### config.mk
export PLATFORM = sky130hd
export DESIGN_NAME = fifo_param
export DESIGN_NICKNAME = d
export VERILOG_FILES = /design/src/rtl/fifo_pkg.sv /design/src/rtl/seg7_hex_dec.sv /design/src/rtl/fifo_param.sv
export SDC_FILE = /design/constraint.sdc
export NUM_CORES = 1
export LEC_CHECK = 0
export CORE_MARGIN = 3
export CORE_UTILIZATION = 45
export CTS_CLUSTER_SIZE = 20
export DETAILED_ROUTE_END_ITERATION = 6
export GPL_TIMING_DRIVEN = 0
export SYNTH_ARGS = -nofsm -noshare
export SYNTH_HDL_FRONTEND = slang
export SYNTH_SLANG_ARGS = --single-unit
### constraint.sdc
create_clock -name clock -period 3.4 [get_ports clock]
set_clock_uncertainty 0.05 [all_clocks]
set_input_delay 0.34 -clock clock [delete_from_list [all_inputs] [get_ports clock]]
set_output_delay 0.34 -clock clock [all_outputs]
set_load 0.1 [all_outputs]
### src/rtl/fifo_pkg.sv
// -----------------------------------------------------------------------------
// fifo_pkg
// Shared constants and helpers for fifo_param.
//   SEG7_HEX    : 16-entry hex font for a common-anode, active-low seven-segment
//                 digit. Each entry is ordered abcdefg, with a at bit 6.
//   SEG7_ALL_ON : every segment lit. This is the digit pattern after reset.
//   seg7()      : converts a nibble to its segment pattern.
// -----------------------------------------------------------------------------
package fifo_pkg;

    localparam logic [6:0] SEG7_ALL_ON = 7'b0000000;

    // Packed array: index 0 is the rightmost element of the concatenation.
    localparam logic [15:0][6:0] SEG7_HEX = {
        7'b0111000,  // F
        7'b0110000,  // E
        7'b1000010,  // d
        7'b0110001,  // C
        7'b1100000,  // b
        7'b0001000,  // A
        7'b0000100,  // 9
        7'b0000000,  // 8
        7'b0001111,  // 7
        7'b0100000,  // 6
        7'b0100100,  // 5
        7'b1001100,  // 4
        7'b0000110,  // 3
        7'b0010010,  // 2
        7'b1001111,  // 1
        7'b0000001   // 0
    };

    function automatic logic [6:0] seg7(input logic [3:0] nibble);
        return SEG7_HEX[nibble];
    endfunction

endpackage

### src/rtl/seg7_hex_dec.sv
// -----------------------------------------------------------------------------
// seg7_hex_dec
// Combinational lookup from a nibble to seven-segment patterns. The output is
// active-low and ordered abcdefg.
//   nibble : input  [3:0] hex value to display
//   seg    : output [6:0] segment pattern
// -----------------------------------------------------------------------------
module seg7_hex_dec
    import fifo_pkg::*;
(
    input  logic [3:0] nibble,
    output logic [6:0] seg
);

    assign seg = seg7(nibble);

endmodule

### src/rtl/fifo_param.sv
// -----------------------------------------------------------------------------
// fifo_param
// Parametrised synchronous FIFO.
//   - A true full condition occurs at DEPTH entries.
//   - Read data is registered and qualified by rd_valid.
//   - The block provides almost-full and almost-empty thresholds, an occupancy
//     count, and sticky overflow and underflow flags.
//
// Optional feature (macro FIFO_SEG7_EN): a registered hex seven-segment
// driver. It shows the low nibble of the last word read.
//
// Ports:
//   clock, reset        : system clock (rising edge) and async active-high reset
//   wr_en, wr_data      : write request and write data
//   rd_en               : read request
//   rd_data, rd_valid   : registered read data and its one-cycle valid pulse
//   fifo_empty/full     : occupancy is 0 / DEPTH
//   almost_empty/full   : occupancy <= AEMPTY_TH / occupancy >= AFULL_TH
//   fill_count          : current occupancy (0..DEPTH)
//   overflow, underflow : sticky error flags, cleared by clr_err
//   clr_err             : synchronous clear of both error flags
//   digitron_out        : segments abcdefg, active-low (FIFO_SEG7_EN only)
//   digitron_select     : digit enable, active-low, held 0 (FIFO_SEG7_EN only)
// -----------------------------------------------------------------------------
module fifo_param
    import fifo_pkg::*;
#(
    parameter  int WIDTH     = 4,
    parameter  int DEPTH     = 128,
    parameter  int AFULL_TH  = 120,
    parameter  int AEMPTY_TH = 8,
    localparam int ADDR_W    = $clog2(DEPTH)
) (
    input  logic              clock,
    input  logic              reset,
    input  logic              wr_en,
    input  logic [WIDTH-1:0]  wr_data,
    input  logic              rd_en,
    input  logic              clr_err,
    output logic [WIDTH-1:0]  rd_data,
    output logic              rd_valid,
    output logic              fifo_empty,
    output logic              fifo_full,
    output logic              almost_empty,
    output logic              almost_full,
    output logic [ADDR_W:0]   fill_count,
    output logic              overflow,
    output logic              underflow
`ifdef FIFO_SEG7_EN
    ,
    output logic [6:0]        digitron_out,
    output logic              digitron_select
`endif
);

    localparam int CNT_W = ADDR_W + 1;

    localparam logic [CNT_W-1:0] DEPTH_C  = CNT_W'(DEPTH);
    localparam logic [CNT_W-1:0] AFULL_C  = CNT_W'(AFULL_TH);
    localparam logic [CNT_W-1:0] AEMPTY_C = CNT_W'(AEMPTY_TH);

    logic [WIDTH-1:0]  mem [0:DEPTH-1];

    logic [ADDR_W-1:0] wr_ptr_reg;
    logic [ADDR_W-1:0] rd_ptr_reg;
    logic [CNT_W-1:0]  count_reg;
    logic [CNT_W-1:0]  count_next;
    logic [WIDTH-1:0]  rd_data_reg;
    logic              rd_valid_reg;
    logic              overflow_reg;
    logic              underflow_reg;

    logic              wr_ok;
    logic              rd_ok;
    logic [WIDTH-1:0]  rd_word;

    // Flags decode directly from the registered count, so they carry no lag.
    assign fifo_empty   = (count_reg == '0);
    assign fifo_full    = (count_reg == DEPTH_C);
    assign almost_empty = (count_reg <= AEMPTY_C);
    assign almost_full  = (count_reg >= AFULL_C);

    // A full FIFO still accepts a write when a read frees a slot on the same
    // edge. An empty FIFO never forwards write data to the read port.
    assign rd_ok = rd_en & ~fifo_empty;
    assign wr_ok = wr_en & (~fifo_full | rd_ok);

    assign rd_word = mem[rd_ptr_reg];

    always_comb begin
        count_next = count_reg;
        if (wr_ok && !rd_ok) begin
            count_next = count_reg + CNT_W'(1);
        end else if (rd_ok && !wr_ok) begin
            count_next = count_reg - CNT_W'(1);
        end
    end

    // The storage array has no reset, so it can map onto block RAM.
    always_ff @(posedge clock) begin
        if (wr_ok) begin
            mem[wr_ptr_reg] <= wr_data;
        end
    end

    // The pointers wrap naturally at DEPTH because DEPTH is a power of two.
    always_ff @(posedge clock or posedge reset) begin
        if (reset) begin
            wr_ptr_reg    <= '0;
            rd_ptr_reg    <= '0;
            count_reg     <= '0;
            rd_data_reg   <= '0;
            rd_valid_reg  <= 1'b0;
            overflow_reg  <= 1'b0;
            underflow_reg <= 1'b0;
        end else begin
            count_reg    <= count_next;
            rd_valid_reg <= rd_ok;
            if (wr_ok) begin
                wr_ptr_reg <= wr_ptr_reg + ADDR_W'(1);
            end
            if (rd_ok) begin
                rd_ptr_reg  <= rd_ptr_reg + ADDR_W'(1);
                rd_data_reg <= rd_word;
            end
            // A clear wins over an error raised on the same edge.
            if (clr_err) begin
                overflow_reg  <= 1'b0;
                underflow_reg <= 1'b0;
            end else begin
                if (wr_en && !wr_ok) begin
                    overflow_reg <= 1'b1;
                end
                if (rd_en && !rd_ok) begin
                    underflow_reg <= 1'b1;
                end
            end
        end
    end

    assign rd_data    = rd_data_reg;
    assign rd_valid   = rd_valid_reg;
    assign fill_count = count_reg;
    assign overflow   = overflow_reg;
    assign underflow  = underflow_reg;

`ifdef FIFO_SEG7_EN
    logic [6:0] seg_next;
    logic [6:0] digitron_reg;

    // The decoder sees the word being loaded into rd_data. The digit register
    // therefore updates on the same edge as rd_data.
    seg7_hex_dec u_seg7_hex_dec (
        .nibble (rd_word[3:0]),
        .seg    (seg_next)
    );

    always_ff @(posedge clock or posedge reset) begin
        if (reset) begin
            digitron_reg <= SEG7_ALL_ON;
        end else if (rd_ok) begin
            digitron_reg <= seg_next;
        end
    end

    assign digitron_out    = digitron_reg;
    assign digitron_select = 1'b0;
`endif

endmodule

# After elaboration in Yosys (flattened, before gate mapping)
# Memory sizes are Yosys's and may differ from the RTL's. A register that Yosys moved wholly into a read port is not among the register bits.
# Cells that the tools add are included.
[classes]
mul = 0
n_mux = 8
n_bitwise = 5
order_cmp = 2
add_sub_neg = 4
eq_ne = 1
div_mod_pow = 0
reduce_logical = 10
shifts = 0
[op_table]
columns = ["op", "n"]
rows = [
  ["8-bit two-way mux", 2],
  ["7-bit by 1-bit adder with 7-bit output, second input constant", 2],
  ["8-bit by 1-bit adder with 8-bit output, second input constant", 1],
  ["8-bit equality test, second input constant", 1],
  ["8-bit by 7-bit >= comparator with 1-bit output, second input constant", 1],
  ["8-bit by 4-bit <= comparator with 1-bit output, second input constant", 1],
  ["8-bit logical NOT", 1],
  ["8-bit by 1-bit subtractor with 8-bit output, second input constant", 1],
  ["1-bit two-way mux", 6],
  ["2-bit nonzero test", 3],
  ["1-bit logical AND", 4],
  ["1-bit AND", 2],
  ["1-bit logical NOT", 2],
  ["1-bit inverter", 2],
  ["1-bit bitwise OR", 1],
]
[word_totals]
latchBits = 0
register_bits = 25
out_inout_bits = 19
inputBits = 9
mem_count = 1
ram_bits = 512
mem_bits_ro = 0
[mem_list]
columns = ["memory", "depth", "word_bits", "rd", "rd_ports_with_merged_regs", "wr", "line_no", "text"]
rows = [
  ["mem", 128, 4, 1, 1, 1, "fifo_param.sv:62", "logic [WIDTH-1:0] mem [0:DEPTH-1];"],
]

# Longest topological paths before layout
[logic_depth]
depth_word = 9
ltp_mapped = 13

# Least setup slack after synthesis
# OpenSTA, ideal clock, no wires.
[synth_path]
path_kind = "reg-to-reg"
startpoint = "register count_reg[4], in the netlist fill_count[4]"
endpoint = "register count_reg[7], in the netlist fill_count[7]"
setup_slack_ns = -0.222
arrival_time_ns = 3.411
path_stages_with_launch = 14
required_ns = 3.189
path_cell_list = "dfrtp_1 -> nor4_1 -> nand3_1 -> o21ai_0 -> inv_1 -> ha_1 -> inv_1 -> ha_1 -> a21oi_1 -> a21boi_0 -> o21ai_0 -> a21oi_1 -> mux2i_1 -> xnor2_1"
[synth_via]
elab_chain_len = 8
word_cells_on_any_way = 16
classes_between = "add/sub (2); eq/ne (1); mux (2); bitwise (5); reduce/logical (6)"
[synth_lines]
columns = ["item", "line_no", "text"]
rows = [
  ["from (decl)", "fifo_param.sv:66", "logic [CNT_W-1:0] count_reg;"],
  ["from (signal assigned)", "fifo_param.sv:117", "count_reg <= count_next;"],
  ["8-bit logical NOT", "fifo_param.sv:78", "assign fifo_empty = (count_reg == '0);"],
  ["1-bit inverter", "fifo_param.sv:85", "assign rd_ok = rd_en & ~fifo_empty;"],
  ["1-bit AND", "fifo_param.sv:85", ""],
  ["1-bit bitwise OR (*)", "fifo_param.sv:86", "assign wr_ok = wr_en & (~fifo_full | rd_ok);"],
  ["1-bit AND (*)", "fifo_param.sv:86", ""],
  ["net wr_ok", "fifo_param.sv:73", "logic wr_ok;"],
  ["1-bit logical NOT", "fifo_param.sv:94", "end else if (rd_ok && !wr_ok) begin"],
  ["1-bit logical AND", "fifo_param.sv:94", ""],
  ["2-bit nonzero test (no line)", "n/a", ""],
]
# Mark *: on every way through the listed nets, which the timed path passes. The rest lies on a longest branch. The select of a mux whose other input is x is not followed.
# A chain may end at the register's enable or synchronous reset.

# Final worst setup path
[layout_path]
startpoint = "register count_reg[6], in the netlist fill_count[6]"
endpoint = "memory mem[112][2] (enable)"
[layout_via]
elab_chain_len = 7
word_cells_on_any_way = 9
classes_between = "eq/ne (1); mux (2); bitwise (5); reduce/logical (1)"
[layout_lines]
columns = ["item", "line_no", "text"]
rows = [
  ["8-bit logical NOT", "fifo_param.sv:78", ""],
  ["1-bit inverter", "fifo_param.sv:85", ""],
  ["1-bit AND", "fifo_param.sv:85", ""],
  ["1-bit bitwise OR (*)", "fifo_param.sv:86", ""],
  ["1-bit AND (*)", "fifo_param.sv:86", ""],
  ["1-bit two-way mux (*)", "fifo_param.sv:101", "if (wr_ok) begin"],
  ["1-bit two-way mux (implied by the code) (*)", "fifo_param.sv:102", "mem[wr_ptr_reg] <= wr_data;"],
  ["to (decl)", "fifo_param.sv:62", ""],
]
# Every way passes the cells marked *; elsewhere a longest branch is shown, timed or not.

==> results.sh <==
export IMPL_status="completed"
export IMPL_final_core_util=0.527
export IMPL_finalPower_mw=20.5
export IMPL_tns_ns=0
export IMPL_path_common_cell="nor2_1"
export IMPL_dieHeight_um=226
export IMPL_core_area_um2=47100
export IMPL_syn_mean_instance_area_um2=18.0
export IMPL_period_share=0.976
export IMPL_worstSkewPairLatency_ns=0.60
export IMPL_p_sw_frac=0.333
export IMPL_p_sw_mw=6.82
export IMPL_reg2reg_to="mem[112][2]"
export IMPL_ioPinCount=28
export IMPL_largest_register="mem"
export IMPL_cts_buffer_depth=3
export IMPL_power_density_nw_per_um2=825
export IMPL_ys_types=46
export IMPL_cp_arrival_ns=3.54
export IMPL_dp_hpwl_um=33600
export IMPL_path_cells="nor4_4, nand3_2, o21ai_4, nor2_1, nand2_1, clkdlybuf4s15_1, nor2_1"
export IMPL_rows=79
export IMPL_ys_dominant_reg_cell="edfxtp_1"
export IMPL_fmax_mhz=301
export IMPL_track_usage=0.208
export IMPL_holdCritPathClass="input port to asynchronous set/reset pin"
export IMPL_critical_path_required_ns=3.63
export IMPL_antenna_found_initial=0
export IMPL_grt_first_pass_wirelength_um=76800
export IMPL_syn_area_um2=21700
export IMPL_nets=1317
export IMPL_synth_edf_count=512
export IMPL_numCtsBuffers=54
export IMPL_placed_cells=1844
export IMPL_crit_start="fill_count[6]"
export IMPL_cts_tree="yes"
export IMPL_ctsHoldBuffers=0
export IMPL_drc_errors=0
export IMPL_synth_nets=1226
export IMPL_internal_power_mw=13.7
export IMPL_wire_per_inst_um=26.6
export IMPL_num_fill_cells=3712
export IMPL_drive_gt1_frac=0.189
export IMPL_grt_overflow=0
export IMPL_drtPass1Iterations=5
export IMPL_dieArea_um2=50900
export IMPL_route_vias_total=11400
export IMPL_cp_top_family="simple AND/OR/NAND/NOR gates"
export IMPL_reg2reg_slack_ns=0.08
export IMPL_start_kind="flop"
export IMPL_reg2reg_depth=7
export IMPL_routed_via_density=5.87
export IMPL_slew_viol_final=0
export IMPL_tightest_slew_ns=1.04
export IMPL_cap_violations=0
export IMPL_place_ws_ns=-1.23
export IMPL_yosys_warnings=0
export IMPL_grt_max_degree=93
export IMPL_diodes=0
export IMPL_area_delta_synth_final_pct=14.5
export IMPL_place_congestion=0.837
export IMPL_end_kind="flop"
export IMPL_peakVddDrop_mv=0.427
export IMPL_fin_crit_ns=3.32
export IMPL_io_buffer_count=27
export IMPL_start_util=0.461
export IMPL_cts_num_sinks=541
export IMPL_relSlewSlack=0.304
export IMPL_cp_slowest_cell="clkdlybuf4s15_1"
export IMPL_ys_seq_area_frac=0.741
export IMPL_worst_path_max_fanout=10
export IMPL_clkPwrFrac=0.300
export IMPL_leakagePower_nw=8.10
export IMPL_finalSetupViolCount=0
export IMPL_die_w_um=226
export IMPL_totalWireLength_um=51800
export IMPL_path_class="flop to flop"
export IMPL_synth_seq_cells=541
export IMPL_cp_buffers_inverters=1
export IMPL_rsz0062_at_grt="no"
export IMPL_drt_iter0_drc=986
export IMPL_p_comb_frac=0.321
export IMPL_p_seq_frac=0.379
export IMPL_grt_pass1_vias=11700
export IMPL_root_buffer="clkbuf_16"
export IMPL_h_tree_depth=2
export IMPL_async_flop_share=0.0536
export IMPL_synth_cells=1206
export IMPL_detail_route_antenna_nets=0
export IMPL_r2r_start="fill_count[6]"
export IMPL_clk_pin_slew_ns=0.06
export IMPL_setup_ws_ns=0.0830
export IMPL_hold_violations=0
export IMPL_largest_reg_flops=512
export IMPL_slowest_delay_ns=0.87
export IMPL_instances_no_fill=1948
per-stage QoR:
step | hold slack, ns | area, um2
after CTS | 0.151 | 24800
final | 0.0340 | 24900
after floorplan | 0.356 | 21700
after detailed placement | 0.439 | 22900
after global placement | 0.434 | 22800
after global routing | 0.0663 | 24900
per-layer routing:
metal  wire [um]  global-route usage  vias to the layer above
met4        1070              0.0537                        0
li1            -                   -                     4987
met1       22400               0.297                     5954
met3        3460              0.0399                       75
met5           0                   0                        -
met2       24800               0.332                      417
synthesized netlist by cell type (2+ instances only):
cell type,count,share of area
mux2i_1,102,0.047
buf_6,4,0.0021
o31ai_1,3,0.0010
inv_1,12,0.0021
nand3b_1,2,0.00069
and2_1,4,0.0012
a2111oi_0,5,0.0020
o221ai_1,4,0.0016
buf_1,5,0.00086
nor2b_1,16,0.0046
a22o_1,4,0.0016
a21oi_1,5,0.0012
dfrtp_1,29,0.033
buf_2,22,0.0051
clkbuf_1,24,0.0041
nand2_1,36,0.0062
nand2b_1,3,0.00086
nand3_1,19,0.0044
o21a_1,2,0.00069
a211oi_1,18,0.0062
nor2_1,148,0.026
o21ai_0,23,0.0053
buf_4,9,0.0031
nand4_1,4,0.0012
nor3_1,9,0.0021
mux4_2,92,0.095
ha_1,10,0.0058
or2_2,3,0.00086
a21boi_0,3,0.0010
o22ai_1,32,0.0092
nor4_1,2,0.00058
xor2_1,3,0.0012
edfxtp_1,512,0.71
a31oi_1,6,0.0017
a22oi_1,8,0.0028
xnor2_1,13,0.0052
what timing repair did:
item | CTS | global route
pin swaps | 0 | 3
cloned | 0 | 0
hold endpoints to repair | 0 | 0
endpoints found under the setup margin | 209 | 133
gates resized for setup | 22 | 20
buffers inserted | 0 | 3
cell families after synthesis:
| kind of cell | count (synthesis) | share of synthesized area |
|---|---|---|
| compound gates | 116 | 0.0355 |
| flops | 541 | 0.741 |
| xor+xnor | 16 | 0.00645 |
| buf+inv | 76 | 0.0173 |
| fa+ha+maj | 11 | 0.00668 |
| simple gates | 251 | 0.0499 |
| mux | 195 | 0.143 |
worst max path at each step:
| stage | cells past startpoint | slack, ns | to |
|---|---|---|---|
| finish | 7 | 0.08 | mem[112][2] |
| global route | 7 | 0.006 | mem[64][3] |
| CTS | 13 | 0.0008 | fill_count[6] |
| detailed placement | 14 | -1.23 | fill_count[6] |
| global placement | 1 | -1.47 | mem[112][0] |
| floorplan | 13 | 0.03 | fill_count[6] |
worst register-to-register path, delay by kind of cell (launching register included):
family,cells,cell delay (ns)
buffers and inverters,1,0.87
AO/OA/AOI/OAI,1,0.21
AND/OR/NAND/NOR,5,1.41
flip-flops,1,0.46
power by group through the flow:
stage / Sequential (mW) / Combinational [mW] / Clock (mW)
after floorplan: 8.37 / 3.85 / 0
after global placement: 7.92 / 6.47 / 0
after detailed placement: 7.89 / 6.52 / 0
after CTS: 7.77 / 6.58 / 6.26
after global routing: 7.81 / 6.94 / 6.54
final: 7.78 / 6.58 / 6.16
layout make-up:
| cell class | count | area, um2 | area share |
|---|---|---|---|
| plain buffers | 64 | 353 | 0.0142 |
| clock buffers | 69 | 1490 | 0.0600 |
| clock inverters | 31 | 362 | 0.0145 |
| inverters | 12 | 47.5 | 0.00191 |
| multi-input cells | 589 | 5320 | 0.214 |
| flip-flops and latches | 541 | 16100 | 0.648 |
| well taps | 607 | 759 | 0.0305 |
| repair buffers | 35 | 420 | 0.0169 |
layout by cell type (no fill, tap or decap), types with 5 or more instances in the layout:
| cell | instances |
|---|---|
| edfxtp_1 | 512 |
| nor2_1 | 148 |
| mux2i_1 | 102 |
| mux4_2 | 92 |
| clkbuf_16 | 57 |
| nand2_1 | 36 |
| o22ai_1 | 32 |
| clkbuf_1 | 25 |
| clkdlybuf4s50_1 | 23 |
| buf_2 | 21 |
| dfrtp_1 | 21 |
| o21ai_0 | 19 |
| buf_4 | 18 |
| a211oi_1 | 18 |
| nand3_1 | 17 |
| nor2b_1 | 16 |
| xnor2_1 | 13 |
| clkinv_2 | 12 |
| inv_1 | 10 |
| ha_1 | 10 |
| a22oi_1 | 8 |
| nor3_1 | 8 |
| bufinv_16 | 8 |
| dfrtp_2 | 8 |
| clkbuf_2 | 7 |
| clkinv_1 | 7 |
| buf_1 | 5 |
| a21oi_1 | 5 |
| a31oi_1 | 5 |
| buf_16 | 5 |
(Power assumes the default switching activity.)
==> RTL change, RTL diff (config.mk and constraints unchanged) <==
The option `FIFO_SEG7_EN` is turned on by a define.
--- a/src/rtl/fifo_param.sv
+++ b/src/rtl/fifo_param.sv
@@ -22,6 +22,8 @@
 //   digitron_out        : segments abcdefg, active-low (FIFO_SEG7_EN only)
 //   digitron_select     : digit enable, active-low, held 0 (FIFO_SEG7_EN only)
 // -----------------------------------------------------------------------------
+`define FIFO_SEG7_EN
+
 module fifo_param
     import fifo_pkg::*;
 #(
Formal check against the unedited RTL (old outputs only; new: digitron_out and digitron_select): equivalent (Yosys induction, for registers that start in step).
==> RTL change against the unedited design <==
- cell area up 6.9%
- sequential cell count is 7 higher
- setup slack worse by 57 ps
- routed wire length rose by 19%
- area after synthesis rose by 2.8%
- power increased by 18%
- critical endpoint is now digitron_out[3]
- non-clock buffer count rose by 54
- die area is 2.8% higher
==> RTL change: results (changes against the unedited design) <==
{
  "post_cts_resize_count": {"value": 112, "change": "+410%"},
  "worst_path_largest_cell_delay": {"value": 570, "unit": "ps", "change": "-300 ps"},
  "gp_congestion": {"value": 0.949, "change": "+13%"},
  "grt_max_degree": {"value": 97, "change": "+4.3%"},
  "max-vdd-ir-drop": {"value": 629, "unit": "uV", "change": "+47%"},
  "wirelength_met1": {"value": 25900, "unit": "um", "change": "+16%"},
  "met2_length": {"value": 29000, "unit": "um", "change": "+17%"},
  "post-place-cells": {"value": 1916, "change": "+3.9%"},
  "synth_common_cells": "sky130_fd_sc_hd__edfxtp_1, sky130_fd_sc_hd__nor2_1, sky130_fd_sc_hd__mux4_2",
  "pwr-share-comb": {"value": 41.8, "unit": "%", "change": "+9.7 points"},
  "hold_ws": {"value": 137, "unit": "ps", "change": "+103 ps"},
  "post_synth_cell_types": {"value": 67, "change": "+46%"},
  "wl_per_cell": {"value": 29.8, "unit": "um", "change": "+12%"},
  "detail_route.vias_per_cell": {"value": 5.94, "change": "+1.2%"},
  "synth.yosys.seq_area_share": {"value": 72.9, "unit": "%", "change": "-1.3 points"},
  "worst-endpoint-arrival": {"value": 3810, "unit": "ps", "change": "+270 ps"},
  "p_leak": {"value": 8.67, "unit": "nW", "change": "+7.0%"},
  "use_met3": {"value": 4.75, "unit": "%", "change": "+0.76 points"},
  "first_global_vias": {"value": 12000, "change": "+3.1%"},
  "clk-insertion-delay-late": {"value": 620, "unit": "ps", "change": "+20 ps"},
  "cts_buffers": {"value": 55, "change": "+1.9%"},
  "drt_iter0_drcs": {"value": 1472, "change": "+49%"},
  "postSynth.asyncResetShare": {"value": 6.57, "unit": "%", "change": "+1.2 points"},
  "path_category_of_the_worst_min_delay_check": "in2reg",
  "fin_nets": {"value": 1381, "change": "+4.9%"},
  "seq_cell_power": {"value": 0.00789, "unit": "W", "change": "+1%"},
  "p_int": {"value": 0.0154, "unit": "W", "change": "+12%"},
  "post-dp-hpwl": {"value": 39100, "unit": "um", "change": "+16%"},
  "timing.rr.start": "rd_ptr_reg[2]",
  "wl_met3": {"value": 4940, "unit": "um", "change": "+43%"},
  "synth_area_per_cell": {"value": 18.4, "unit": "um^2", "change": "+2.2%"},
  "finish.instance_area": {"value": 0.0266, "unit": "mm^2", "change": "+6.9%"},
  "synth.top_cells.by_area": "sky130_fd_sc_hd__edfxtp_1, sky130_fd_sc_hd__mux4_2, sky130_fd_sc_hd__dfrtp_1, sky130_fd_sc_hd__nor2_1, sky130_fd_sc_hd__mux2i_1",
  "final_cell_count_no_fill": {"value": 2065, "change": "+6.0%"},
  "grtUsageMet2": {"value": 35.9, "unit": "%", "change": "+2.7 points"},
  "run_status": "finished clean",
  "reg2reg_to": "digitron_out[3]",
  "global_route.usage.met1": {"value": 34.1, "unit": "%", "change": "+4.4 points"},
  "critPathTopFamily": "multiplexers",
  "fill_cell_count": {"value": 3844, "change": "+3.6%"},
  "layout-drive-gt1-share": {"value": 27.1, "unit": "%", "change": "+8.1 points"},
  "timing.final.ws_setup": {"value": 25.7, "unit": "ps", "change": "-57.2 ps"}
}
RTL change: cell types whose count changed after synthesis, sizes merged, moves of 16 or more:
cell,change
mux4,+27
a211oi,-16
a21oi,+19
o22ai,-27
a22oi,+19
mux2i,-56
nor2,+16
RTL change: logic make-up after synthesis:
logic type / Yosys count / synth area share (%)
AO/OA/AOI/OAI: 104 / 3.27
XOR/XNOR: 19 / 0.745
other: 1 / 0.0168
buffers and inverters: 80 / 2.24
multiplexers: 172 / 14.6
AND/OR/NAND/NOR: 275 / 5.43
flip-flops: 548 / 72.9
adder cells (fa/ha/maj): 15 / 0.874
RTL change: final cells by class:
class                           count  area share (%)
Sequential cell                   548            61.3
Multi-Input combinational cell    586            22.1
Clock buffer                       65            5.32
Timing Repair Buffer               86            3.42
Tap cell                          664            3.12
Buffer                             67            3.04
Clock inverter                     36            1.47
Inverter                           13           0.240
